===== config.mk =====
export PLATFORM = sky130hd
export DESIGN_NAME = dac_serial_tx
export DESIGN_NICKNAME = d
export VERILOG_FILES = /design/src/rtl/dac_serial_tx.sv
export SDC_FILE = /design/constraint.sdc
export NUM_CORES = 1
export LEC_CHECK = 0
export BUFFER_PORTS_ARGS = -buffer_cell sky130_fd_sc_hd__buf_2
export CORE_UTILIZATION = 30
export CTS_CLUSTER_SIZE = 12
export DETAILED_ROUTE_END_ITERATION = 8
export PLACE_DENSITY_LB_ADDON = 0.25
export SLEW_MARGIN = 5
export SYNTH_ARGS = -nofsm -noshare
export SYNTH_HDL_FRONTEND = slang
export SYNTH_SLANG_ARGS = --single-unit

===== constraint.sdc =====
create_clock -name clk -period 1.6 [get_ports clk]
set_input_delay 0.32 -clock clk [delete_from_list [all_inputs] [get_ports clk]]
set_output_delay 0.32 -clock clk [all_outputs]
set_load 0.02 [all_outputs]

===== src/rtl/dac_serial_tx.sv =====
// Serial transmitter for a 12-bit SPI-style DAC: 16-bit frames, MSB first, divided sclk, active-low CS.
// Define DAC_PWRDN_EN to add the 2-bit power-down input i_pd, sent as frame bits 13:12.
module dac_serial_tx #(
  parameter int SCLK_DIV = 4
) (
  input  logic        clk,
  input  logic        reset,
  input  logic [11:0] i_data_in,
`ifdef DAC_PWRDN_EN
  input  logic [1:0]  i_pd,
`endif
  input  logic        i_valid,
  output logic        o_ready,
  output logic        o_done,
  output logic        o_sclk,
  output logic        o_cs,
  output logic        o_sdata
);

  typedef enum logic [1:0] {S_IDLE, S_SHIFT, S_GAP} state_t;

  localparam int            PW         = (SCLK_DIV > 1) ? $clog2(SCLK_DIV) : 1;
  localparam logic [PW-1:0] PHASE_LAST = PW'(SCLK_DIV - 1);

  state_t        r_state, w_state_nxt;
  logic [PW-1:0] r_phase, w_phase_nxt;
  logic          r_half, w_half_nxt;
  logic [3:0]    r_bit, w_bit_nxt;
  logic [15:0]   r_shift, w_shift_nxt;
  logic          r_ready, r_done, r_sclk, r_cs;
  logic          w_ready_nxt, w_done_nxt, w_sclk_nxt, w_cs_nxt;
  logic          w_accept, w_phase_end;
  logic [15:0]   w_frame;

`ifdef DAC_PWRDN_EN
  assign w_frame = {2'b00, i_pd, i_data_in};
`else
  assign w_frame = {4'b0000, i_data_in};
`endif

  // r_ready is high exactly in IDLE, so it doubles as the accept qualifier.
  assign w_accept    = i_valid & r_ready;
  assign w_phase_end = (r_phase == PHASE_LAST);

  // NOTE: sequential state uses non-blocking assignments so every register samples pre-edge values.
  always_ff @(posedge clk) begin
    if (reset) r_state <= S_IDLE;
    else       r_state <= w_state_nxt;
  end

  // NOTE: each combinational output gets a default first, so no path can infer a latch.
  always_comb begin
    w_state_nxt = r_state;
    case (r_state)
      S_IDLE:  if (w_accept) w_state_nxt = S_SHIFT;
      S_SHIFT: if (w_phase_end && r_half && (r_bit == 4'd15)) w_state_nxt = S_GAP;
      S_GAP:   if (w_phase_end && r_half) w_state_nxt = S_IDLE;
      default: w_state_nxt = S_IDLE;
    endcase
  end

  // r_half selects the first (sclk high) or second (sclk low) half of a bit or of the gap.
  always_comb begin
    w_phase_nxt = r_phase;
    w_half_nxt  = r_half;
    w_bit_nxt   = r_bit;
    w_shift_nxt = r_shift;
    case (r_state)
      S_IDLE: begin
        w_phase_nxt = '0;
        w_half_nxt  = 1'b0;
        w_bit_nxt   = '0;
        if (w_accept) w_shift_nxt = w_frame;
      end
      S_SHIFT: begin
        if (w_phase_end) begin
          w_phase_nxt = '0;
          w_half_nxt  = ~r_half;
          if (r_half) begin
            if (r_bit == 4'd15) begin
              w_bit_nxt   = '0;
              w_shift_nxt = '0;
            end else begin
              w_bit_nxt   = r_bit + 4'd1;
              w_shift_nxt = {r_shift[14:0], 1'b0};
            end
          end
        end else begin
          w_phase_nxt = r_phase + PW'(1);
        end
      end
      S_GAP: begin
        if (w_phase_end) begin
          w_phase_nxt = '0;
          w_half_nxt  = ~r_half;
        end else begin
          w_phase_nxt = r_phase + PW'(1);
        end
      end
      default: begin
        w_phase_nxt = '0;
        w_half_nxt  = 1'b0;
        w_bit_nxt   = '0;
        w_shift_nxt = '0;
      end
    endcase
  end

  // Outputs are decoded from next-state values and then registered, keeping pins glitch-free.
  always_comb begin
    w_ready_nxt = (w_state_nxt == S_IDLE);
    w_cs_nxt    = (w_state_nxt != S_SHIFT);
    w_sclk_nxt  = (w_state_nxt == S_SHIFT) ? ~w_half_nxt : 1'b1;
    w_done_nxt  = (r_state == S_SHIFT) && (w_state_nxt == S_GAP);
  end

  always_ff @(posedge clk) begin
    if (reset) begin
      r_phase <= '0;
      r_half  <= 1'b0;
      r_bit   <= '0;
      r_shift <= '0;
      r_ready <= 1'b1;
      r_done  <= 1'b0;
      r_sclk  <= 1'b1;
      r_cs    <= 1'b1;
    end else begin
      r_phase <= w_phase_nxt;
      r_half  <= w_half_nxt;
      r_bit   <= w_bit_nxt;
      r_shift <= w_shift_nxt;
      r_ready <= w_ready_nxt;
      r_done  <= w_done_nxt;
      r_sclk  <= w_sclk_nxt;
      r_cs    <= w_cs_nxt;
    end
  end

  // The shift register is cleared outside SHIFT, so its MSB is directly the idle-low data pin.
  assign o_ready = r_ready;
  assign o_done  = r_done;
  assign o_sclk  = r_sclk;
  assign o_cs    = r_cs;
  assign o_sdata = r_shift[15];

endmodule


# Word-level counts from Yosys, hierarchy flattened
# Index checks and enable logic that the tools add are counted.
classes:
  n_addsub: 2
  n_eq_ne: 10
  n_mux: 15
  bitwise: 6
  n_reduce_logical: 10
ops:
  columns: ["operator", "count"]
  rows:
  - ["2-to-1 mux 16 bit", 4]
  - ["one-hot mux 16 bit (3 select lines)", 1]
  - ["2-to-1 mux 4 bit", 3]
  - ["one-hot mux 4 bit (2 select lines)", 1]
  - ["equality test 2 bit, second input constant", 3]
  - ["2-to-1 mux 2 bit", 3]
  - ["!= test 2 bit, second input constant", 3]
  - ["one-hot mux 2 bit (3 select lines)", 1]
  - ["NOT 1 bit", 5]
  - ["adder 4 x 1 -> 4 bit, second input constant", 1]
  - ["equality test 2 x 1 -> 1 bit, second input constant", 2]
  - ["equality test 4 bit, second input constant", 1]
  - ["zero test 2 bit", 2]
  - ["AND reduction 4 bit", 1]
  - ["OR reduction 2 bit", 2]
  - ["logical AND 1 bit", 3]
  - ["AND reduction 3 bit", 1]
  - ["OR reduction 3 bit", 1]
  - ["adder 2 x 1 -> 2 bit, second input constant", 1]
  - ["2-to-1 mux 1 bit", 2]
  - ["!= test 2 x 1 -> 1 bit, second input constant", 1]
  - ["AND 1 bit", 1]
totals:
  reg_bits: 29
  input_bits: 15
  out_inout_bits: 5
  wordCells: 52

# Logic depth before layout (Yosys ltp)
depth:
  word_depth: 8
  ltp_mapped: 7
  depth_no_buf: 6

# Least setup slack after synthesis
# Ideal clock, no wire load.
synth_path:
  path_kind: "register to register"
  startpoint: "reg r_state[0]"
  endpoint: "reg r_shift[10]"
  setup_ps: 88
  arrival_ps: 1571
  required_time_ps: 1512
  setup_slack_ps: -59
  path_stages_with_launch: 8
  path_buffers: 1
  period_less_slack_ps: 1659
  path_cell_list: "dfxtp_1 > inv_1 > ha_1 > a21boi_4 > a211oi_4 > buf_6 > nor2_1 > a311oi_2"
synth_between:
  elab_chain_len: 3
  word_cells_on_any_way: 9
  cone_classes: "eq/ne (5); mux (1); bitwise (1); reduce/logical (2)"
synth_rtl:
  columns: ["element", "line", "text"]
  rows:
  - ["start, declared", "25", "state_t r_state, w_state_nxt;"]
  - ["start signal, assigned", "48", "else r_state <= w_state_nxt;"]
  - ["equality test 2 x 1 -> 1 bit (tied with other cells)", "68", "case (r_state)"]
  - ["!= test 2 bit (no source line) / NOT 1 bit (equally long branches)", null, null]
  - ["AND reduction 4 bit (no source line)", null, null]
  - ["end signal, assigned", "131", "r_shift <= w_shift_nxt;"]
  - ["end, declared", "29", "logic [15:0] r_shift, w_shift_nxt;"]
# Parallel ways exist; a longest one is shown, timed or not.
# A chain may end at the register's enable or synchronous reset.

# Final worst setup path
layout_path:
  startpoint: "reg r_phase[0]"
  endpoint: "reg r_ready (netlist: o_ready)"
layout_between:
  elab_chain_len: 6
  word_cells_on_any_way: 7
  cone_classes: "eq/ne (1); mux (3); reduce/logical (3)"
layout_rtl:
  columns: ["element", "line", "text"]
  rows:
  - ["start, declared", "26", "logic [PW-1:0] r_phase, w_phase_nxt;"]
  - ["start signal, assigned", "128", "r_phase <= w_phase_nxt;"]
  - ["equality test 2 bit *", "43", "assign w_phase_end = (r_phase == PHASE_LAST);"]
  - ["logical AND 1 bit *", "56, 57", null]
  - ["logical AND 1 bit", "56", "S_SHIFT: if (w_phase_end && r_half && (r_bit == 4'd15)) w_state_nxt = S_GAP;"]
  - ["2-to-1 mux 2 bit", "56", null]
  - ["one-hot mux 2 bit (3 select lines) *", "54", "case (r_state)"]
  - ["zero test 2 bit *", "111", "w_ready_nxt = (w_state_nxt == S_IDLE);"]
  - ["end signal, assigned", "132", "r_ready <= w_ready_nxt;"]
  - ["end, declared", "30", "logic r_ready, r_done, r_sclk, r_cs;"]
# Every way passes the cells marked *; elsewhere a longest branch is shown, timed or not.

==> key figures <==
STA
  • Fin crit share: 101%
  • Final setup viols: 1
  • Final Max Slew Viols: 0
  • Fmax: roughly 620 MHz
  • Setup Skew: about 0.0082 ns
  • Worst setup margin: -0.0164 ns
  • Final Hold Viols: 0
  • Final hold slack: slightly above 0.3 ns
  • Relative slew slack: between 70% and 80%
  • Setup_tns: -0.0164 ns
  • Measured slew at the worst slew-check pin: 0.348 ns
  • Unrepaired setup endpoints after global routing: true
  • Tmin final: between 1.5 and 2 ns

Power and ir drop
  • Leakage: around 0.7 nW
  • Power Density: roughly 1100 nW/µm²
  • Design Power: between 2 and 2.5 mW
  • VDD IR max: between 500 and 600 µV

CTS
  • Maximum clock insertion buffer count: 2
  • Cts bufs inserted: 5
  • CTS Root Cell: clkbuf_8
  • Clock transition at the registers of the reported paths: ~0.070 ns
  • H-tree depth: 2
  • Worst skew pair latency: ~0.28 ns
  • CTS Sinks: 29
  • TritonCTS clock tree: built
  • Cts hold-fix bufs: 0

Floorplan
  • Initial Utilization: between 30% and 40%
  • Total I/O pin count: 20
  • Die Wd: just under 70 µm
  • Die height: slightly below 70 µm
  • Die area: approximately 4800 µm²
  • Core Region: around 4400 µm²
  • Rows: 24

Synth
  • Synth warn: 0
  • Top cells by area, synth: dfxtp_1 (43%), o21ai_0 (7.8%), ha_1 (6.5%)
  • Mux share of post-synthesis cell area: 0%
  • Syn nets: between 150 and 200
  • Async set-reset flop share out of synthesis: 0%
  • Synth cell count leaders: dfxtp_1 (29), o21ai_0 (21), nand2_1 (15), nor2_1 (14), a21oi_1 (10)
  • Yosys top cell area share: between 40 and 50%
  • Area leader, netlist: dfxtp_1
  • Post-Synth Adder-Cell Area: 6.46%
  • Synthesized flop and latch total: 29
  • Largest family of logic cells by synthesized area: compound AO/OA/AOI/OAI gates
  • Synthesized area per cell: between 8 and 9 µm²
  • Cells after synthesis: about 150
  • Most frequent cell after synthesis: dfxtp_1
  • Netlist Area Pre-Place: 1360 µm²
  • Main synth FF type: dfxtp_1
  • Xor/xnor cell area share of the yosys netlist: 0%
  • Number of synthesized flops with an enable pin: 0
  • Synth Area in Simple Gates: between 10% and 20%
  • Synth unique cells: 32
  • Sequential share of the synthesized area: a little over two fifths
  • Synth Area in Compound Gates: 26.8%

Detailed routing
  • Drt via density: ~5.2
  • Initial DRC count: 74
  • Via count: between 1k and 1.5k
  • Antenna-violating nets left: 0
  • Drt wl/cell: ~14 µm
  • TritonRoute pass-1 iters: 4
  • DRC: 0
  • Total Wirelength: approximately 3500 µm

Setup path
  • Worst Path Max Fanout: 5
  • Most used cell, CP: ha_4
  • Data required, critical path: around 1.8 ns
  • CP cell instances: ha_4 -> ha_4 -> nand4_1 -> o21ai_1 -> o311ai_4 -> o21ba_2
  • Crit path buf inv count: 0
  • CP delay by family, top: compound AO/OA/AOI/OAI gates
  • CP max stage cell: dfxtp_2
  • CP peak stage delay: around 0.35 ns
  • Worst setup SP type: flop
  • CP arrival: about 1.8 ns
  • Critical Path End Type: flop
  • Crit Path Class: reg2reg

Layout
  • Share of cells above drive strength 1: between 30% and 40%
  • Ant. Diodes: 0
  • Post-layout util: a little over two fifths
  • Non-Filler Instances: 240
  • P&R area growth vs syn: 34.5%
  • Final nets: ~210
  • Finished Cell Area: about 1800 µm²

Place
  • Placed cell areas: 1580 µm²
  • I/O Buffers: 19
  • DP Wirelength: about 2300 µm
  • Placed insts: 225
  • DP Worst Slack: -0.0426 ns
  • Routability Congestion: 0.848

Job
  • Max_cap viols: 0

Hold path
  • Hold WC Path Type: in2reg

Global route
  • Gr usage total: ~16%
  • First-pass GRT wire length: between 5000 and 6000 µm
  • Largest net degree at the start of global routing: 16
  • Antenna violations before repair: 0
  • Vias in the first global route: about 1.3k
  • Gr ovfl total: 0

Outcome
  • Violated checks: negative setup slack
  • Status: complete, but fails checks
## path summary, 6_finish.rpt
kind	slack (ns)	cells after the start	endpoint	from
max	-0.02	6	o_ready	r_phase[0]
min	0.31	3	r_shift[0]	i_data_in[0]
max reg2reg	-0.02	6	o_ready	r_phase[0]
min reg2reg	0.44	1	r_phase[0]	r_phase[0]
## per-layer routing
metal | vias to the layer above | global-route usage, % | share of wire [%]
met5 | - | 0 | 0
met4 | 0 | 5.67 | 1.2
met3 | 7 | 4.22 | 2.4
met2 | 19 | 26.0 | 51
met1 | 615 | 19.2 | 46
li1 | 618 | - | -
## area by class of cell
| cell class | instances | area (µm²) |
|---|---|---|
| Clock buffer | 7 | 96.3 |
| Clock inverter | 1 | 5.00 |
| Fill cell | 427 | 2530 |
| Inverter | 4 | 15.0 |
| Multi-Input combinational cell | 108 | 793 |
| Sequential cell | 29 | 587 |
| Tap cell | 52 | 65.1 |
| Timing Repair Buffer | 39 | 262 |
## power breakdown
group / internal [mW] / switching, mW / total, mW
Combinational: 0.232 / 0.267 / 0.499
Sequential: 0.794 / 0.0432 / 0.837
Clock: 0.388 / 0.285 / 0.674
Total: 1.41 / 0.595 / 2.01
## flip-flops by register name (all words and copies together), names as in the netlist
signal,cells
o_cs,1
r_bit,4
o_done,1
r_state,2
o_sclk,1
r_shift,16
r_phase,2
o_ready,1
r_half,1
## logic make-up (layout without fill, tap and decap cells)
family                     after synthesis  after routing
AOI/OAI and AO/OA                       48             48
adders and majority gates                7              7
buffers and inverters                   14             51
DFF                                     29             29
and+or+nand+nor                         53             53
## repair_timing
item / CTS / global route
endpoints found under the setup margin: 13 / 22
gates resized for setup: 12 / 15
cloned: 1 / 0
pin swaps: 12 / 7
buffers inserted: 5 / 3
## placed cells by master (no fill, tap or decap), types with 3 or more instances in the layout
master | netlist | final
clkbuf_8 | 0 | 7
o21ai_0 | 21 | 18
a21oi_1 | 10 | 10
dfxtp_1 | 29 | 24
buf_4 | 0 | 18
o21ai_1 | 0 | 3
nand2_1 | 15 | 15
a311oi_1 | 6 | 6
nand3_1 | 9 | 9
dfxtp_2 | 0 | 5
ha_4 | 0 | 3
nor2_1 | 14 | 14
a311oi_2 | 5 | 5
buf_2 | 3 | 19
ha_2 | 0 | 3
## tightest hold or removal path: stages
cell	delay, ns
buf_2	0.10
nand3_1	0.07
a21oi_1	0.06
No activity file was read; power rests on OpenSTA's default activity.
